$ cat src/rtl/bram_seq_ctrl.sv
// Sequencing controller for a true dual-port BRAM: fills N words through port 0
// from a valid/ready stream, then reads them back in order through port 1.
module bram_seq_ctrl #(
  parameter int DATA_WIDTH = 16,
  parameter int MEM_SIZE   = 4095,
  parameter int ADDR_WIDTH = $clog2(MEM_SIZE)
) (
  input  logic                  clk,
  input  logic                  rst_n,
  input  logic                  start_i,
  input  logic [ADDR_WIDTH-1:0] num_i,
  input  logic                  s_valid,
  input  logic [DATA_WIDTH-1:0] s_data,
  output logic                  s_ready,
  output logic                  m_valid,
  output logic [DATA_WIDTH-1:0] m_data,
  output logic                  busy,
  output logic                  done,
  output logic                  en0,
  output logic                  we0,
  output logic [ADDR_WIDTH-1:0] addr0,
  output logic [DATA_WIDTH-1:0] d0,
  output logic                  en1,
  output logic                  we1,
  output logic [ADDR_WIDTH-1:0] addr1,
  input  logic [DATA_WIDTH-1:0] q1
);

  typedef enum logic [2:0] {IDLE, WRITE, READ, FLUSH, DONE} state_t;

  localparam logic [ADDR_WIDTH:0] MEM_W = (ADDR_WIDTH+1)'(MEM_SIZE);
  localparam logic [ADDR_WIDTH:0] ONE   = (ADDR_WIDTH+1)'(1);

  state_t                state, state_nx;
  logic [ADDR_WIDTH-1:0] wr_cnt, rd_cnt;
  logic [ADDR_WIDTH:0]   n_lat, n_last, n_req;
  logic                  rd_pend;
  logic                  wr_acc, rd_iss;

  // Word count is saturated at the BRAM depth so addresses stay in range.
  function automatic logic [ADDR_WIDTH:0] clamp_n(input logic [ADDR_WIDTH-1:0] n);
    logic [ADDR_WIDTH:0] nw;
    nw = {1'b0, n};
    return (nw > MEM_W) ? MEM_W : nw;
  endfunction

  assign n_req  = clamp_n(num_i);
  assign n_last = n_lat - ONE;
  assign wr_acc = (state == WRITE) && s_valid;
  assign rd_iss = (state == READ);

  always_comb begin
    state_nx = state;
    case (state)
      IDLE:    if (start_i) state_nx = (n_req == '0) ? DONE : WRITE;
      WRITE:   if (wr_acc && ({1'b0, wr_cnt} == n_last)) state_nx = READ;
      READ:    if ({1'b0, rd_cnt} == n_last) state_nx = FLUSH;
      FLUSH:   state_nx = DONE;
      DONE:    state_nx = IDLE;
      default: state_nx = IDLE;
    endcase
  end

  // BRAM port drive: port 0 only on a write handshake, port 1 only while reading.
  assign en0    = wr_acc;
  assign we0    = wr_acc;
  assign addr0  = wr_acc ? wr_cnt : '0;
  assign d0     = wr_acc ? s_data : '0;
  assign en1    = rd_iss;
  assign we1    = 1'b0;
  assign addr1  = rd_iss ? rd_cnt : '0;
  assign m_valid = rd_pend;
  assign m_data  = q1;

  always_ff @(posedge clk or negedge rst_n) begin
    if (!rst_n) begin
      state   <= IDLE;
      s_ready <= 1'b0;
      busy    <= 1'b0;
      done    <= 1'b0;
      rd_pend <= 1'b0;
      wr_cnt  <= '0;
      rd_cnt  <= '0;
      n_lat   <= '0;
    end else begin
      state   <= state_nx;
      s_ready <= (state_nx == WRITE);
      busy    <= (state_nx != IDLE);
      done    <= (state_nx == DONE);
      rd_pend <= rd_iss;
      if (state == IDLE && start_i) begin
        n_lat  <= n_req;
        wr_cnt <= '0;
        rd_cnt <= '0;
      end else begin
        if (wr_acc) wr_cnt <= wr_cnt + 1'b1;
        if (rd_iss) rd_cnt <= rd_cnt + 1'b1;
      end
    end
  end

endmodule
$ cat config.mk
export PLATFORM = sky130hd
export DESIGN_NAME = bram_seq_ctrl
export DESIGN_NICKNAME = d
export VERILOG_FILES = /design/src/rtl/bram_seq_ctrl.sv
export SDC_FILE = /design/constraint.sdc
export NUM_CORES = 1
export LEC_CHECK = 0
export BUFFER_PORTS_ARGS = -buffer_cell sky130_fd_sc_hd__buf_2
export CORE_MARGIN = 2
export CORE_UTILIZATION = 45
export CTS_BUF_LIST = sky130_fd_sc_hd__clkbuf_4 sky130_fd_sc_hd__clkbuf_8 sky130_fd_sc_hd__clkbuf_16
export DETAILED_ROUTE_END_ITERATION = 6
export PLACE_DENSITY = 0.77
export SYNTH_ARGS = -nofsm -noshare
export SYNTH_HDL_FRONTEND = slang
export SYNTH_SLANG_ARGS = --single-unit
$ cat constraint.sdc
create_clock -name clk -period 2.2 [get_ports clk]
set_input_delay 0.44 -clock clk [delete_from_list [all_inputs] [get_ports clk]]
set_output_delay 0.44 -clock clk [all_outputs]
set_load 0.02 [all_outputs]
==> impl_results.md <==
* Outcome: completed
* Area fraction of the dominant cell type after synthesis at 0.365
* Most used DFF post-synth: dfrtp_1
* Clock-pin slew on the worst setup and hold paths at 80 ps
* Hold Buf Count CTS at 0
* Final GP Congestion at 0.990
* F_max at approximately 460 MHz
* Leak at approximately 1.7 nW
* PortBufs at 78
* Mean Syn Cell Area at ~9.0 um^2
* Max-slew violation count at 0
* Synth warn at 0
* Area of the multi-input gates at roughly 1700 um^2
* Hold Vio Cnt, Final at 0
* Post-Syn Area at ~3000 um^2
* NumNets Final at about 450
* N_diodes at 0
* DP HPWL at between 5 and 6 mm
* Most common cell after layout, fill and taps aside: buf_2
* TritonCTS clock tree: yes
* Crit path time final at between 2000 and 2500 ps
* Critical Path AT at ~2400 ps
* Core Region at about 6300 um^2
* Met2 WL at 3.47 mm
* Syn Inst Count at between 300 and 400
* Hold crit path type: in2async
* 1st-iter DRT viols at between 150 and 200
* Fill cells at roughly 560
* Synth unique cells at 45
* Largest net degree at the start of global routing at 44
* First-pass GRT wire length at between 10 and 15 mm
* Worst vdd ir at between 0.6 and 0.7 mV
* GR Overflow Total at 0
* Antenna Nets Post-Route at 0
* Clk buf depth at 2
* Layout cell share with drive strength beyond 1 at 0.347
* Area Overhead vs Synth at 22.5%
* Starting Density at 0.465
* Max Clock Skew at about 4.5 ps
* Worst-Skew Late Latency at 300 ps
* Vias per cell at 5.36
* Met3 wire length at between 400 and 500 um
* Storage element area at about 1100 um^2
* I/O Pins at roughly 110
* Instance area at placement at between 3000 and 4000 um^2
* H-Tree Depth at 2
* Post-synth top area cell: dfrtp_1
* Row count at 29
* Dpl ws at -25.2 ps
* Most frequent cells in the layout: buf_2 (78), dfrtp_1 (42), and2_1 (40)
* FF+latch count, synth at 43
* Vias in the first global route at 2,412
* Die footprint at 7220 um^2
* Post-synth EDFFs at 0
* Average wire per standard cell at approximately 16 um
* Async set or reset register ratio after synthesis at 1.00
* Period utilization at 0.990
* PD cells at ~1200 nW/um^2
* Total CTS buffers at 5
* Initial antenna violation count at 0
* Worst-path maximum fanout at 2
* Drt drc at 0
* Final setup viols at 0
* Crit path launch type: flip-flop
* Vert. Die Dim at approximately 85 um
* Max-cap viol count at 0
* Total Wirelength at 7.42 mm
* Seq/Total Area, Yosys at 0.365
* DR pass1 iterations at 4
* Critical path class: reg2reg
* Via Count at between 2,000 and 3,000
* Area contributors post-synth: dfrtp_1 (36%), and2_1 (8.5%), xnor2_1 (8.0%)
* Post-Syn Nets at 378
* M1 wire length at approximately 3.4 mm
* CP Data Required Time at ~2400 ps
* DR top layer: met4
* CTS root buf: clkbuf_8
* Die W at 85.0 um
* Final WS setup at between 20 and 25 ps
* RSZ-0062 raised after global routing: true
* Num Clock Sinks at 43
* Total Routing Usage GR at 0.203
* Endpoint type of the worst setup path: flip-flop
* Final instance area at about 3600 um^2
[cell type report]
cell class / instances / share of cell area
clock buffer: 8 / 0.0287
inverter: 7 / 0.00727
multi-input combinational: 240 / 0.472
sequential: 43 / 0.298
tap: 77 / 0.0266
timing repair buffer: 103 / 0.168
[flip-flops by register name, indices dropped and copies added, names as in the netlist]
register  flops
n_lat        12
rd_cnt       12
wr_cnt       12
state         3
busy          1
done          1
m_valid       1
s_ready       1
[routing by layer]
layer | track usage | vias to the layer above
met5 | 0 | -
met4 | 0.0606 | 0
met3 | 0.0467 | 17
met2 | 0.321 | 86
met1 | 0.279 | 1229
li1 | - | 1229
[metrics by stage]
stage	power (mW)	utilization	setup TNS, ps	hold slack [ps]	cells
6_report	4.43	0.569	0	99.5	478
5_1_grt	4.72	0.569	-54.6	124	478
4_1_cts	4.29	0.561	0	107	476
3_5_place_dp	3.64	0.542	-25.2	434	468
3_3_place_gp	3.57	0.542	0	432	468
2_1_floorplan	2.99	-	0	144	327
[logic make-up after synthesis]
family	share of synthesized area
AOI/OAI and AO/OA	0.0606
buffers and inverters	0.0801
xor gates and xnor gates	0.148
muxes	0.0475
adders and majority gates	0.0127
DFF	0.365
other	0.00127
and+or+nand+nor	0.285
[worst max-delay path, stage by stage, from the launching register on]
cell and delay [ps]:
dfrtp_1 390, inv_2 80, ha_4 210, xor2_2 160, nand3_2 90, or4b_4 560, nor4_4 260, a31oi_1 140
o21bai_1 170
[worst paths after layout]
check | depth (start not counted) | start | end | slack, ps
max in group asynchronous | 2 | rst_n | n_lat[7]$_DFFE_PN0P_ | 1880
worst min register to register | 2 | state[2]$_DFF_PN0_ | state[2]$_DFF_PN0_ | 600
worst max-delay path | 8 | n_lat[1]$_DFFE_PN0P_ | state[0]$_DFF_PN0_ | 20
worst max register to register | 8 | n_lat[1]$_DFFE_PN0P_ | state[0]$_DFF_PN0_ | 20
min in group clk | 3 | num_i[8] | n_lat[8]$_DFFE_PN0P_ | 360
worst min-delay path | 2 | rst_n | state[1]$_DFF_PN0_ | 100
[power breakdown]
part           internal [mW]  leakage, nW  switching (mW)  total, mW
clock                  0.299       0.0549           0.276      0.575
combinational           1.13         1.10            1.21       2.34
sequential              1.06        0.540           0.461       1.52
total                   2.49         1.69            1.94       4.43
[cell usage after synthesis (2+ instances only)]
cell and number:
nand2_1 15, nor2_1 31, a21oi_1 7, or3_1 4, xnor2_1 27, buf_1 2, nor4_1 5, inv_1 7
buf_4 18, nand4_1 11, nand2b_1 3, and3_1 4, xor2_1 23, ha_1 3, mux2_2 8, a31oi_1 3
and2_1 40, o21ai_0 8, nor4_4 2, dfrtp_1 43, nand3_1 11, buf_2 3, a311oi_1 2, clkbuf_1 14
mux2i_1 5, nor2b_1 4, nor3_1 6
[timing repair]
action	CTS	global route
setup buffers	0	2
resized for setup	4	8
setup endpoints to repair	1	18
pin swaps	0	7
Note: power is estimated with default switching activity, not from simulation.
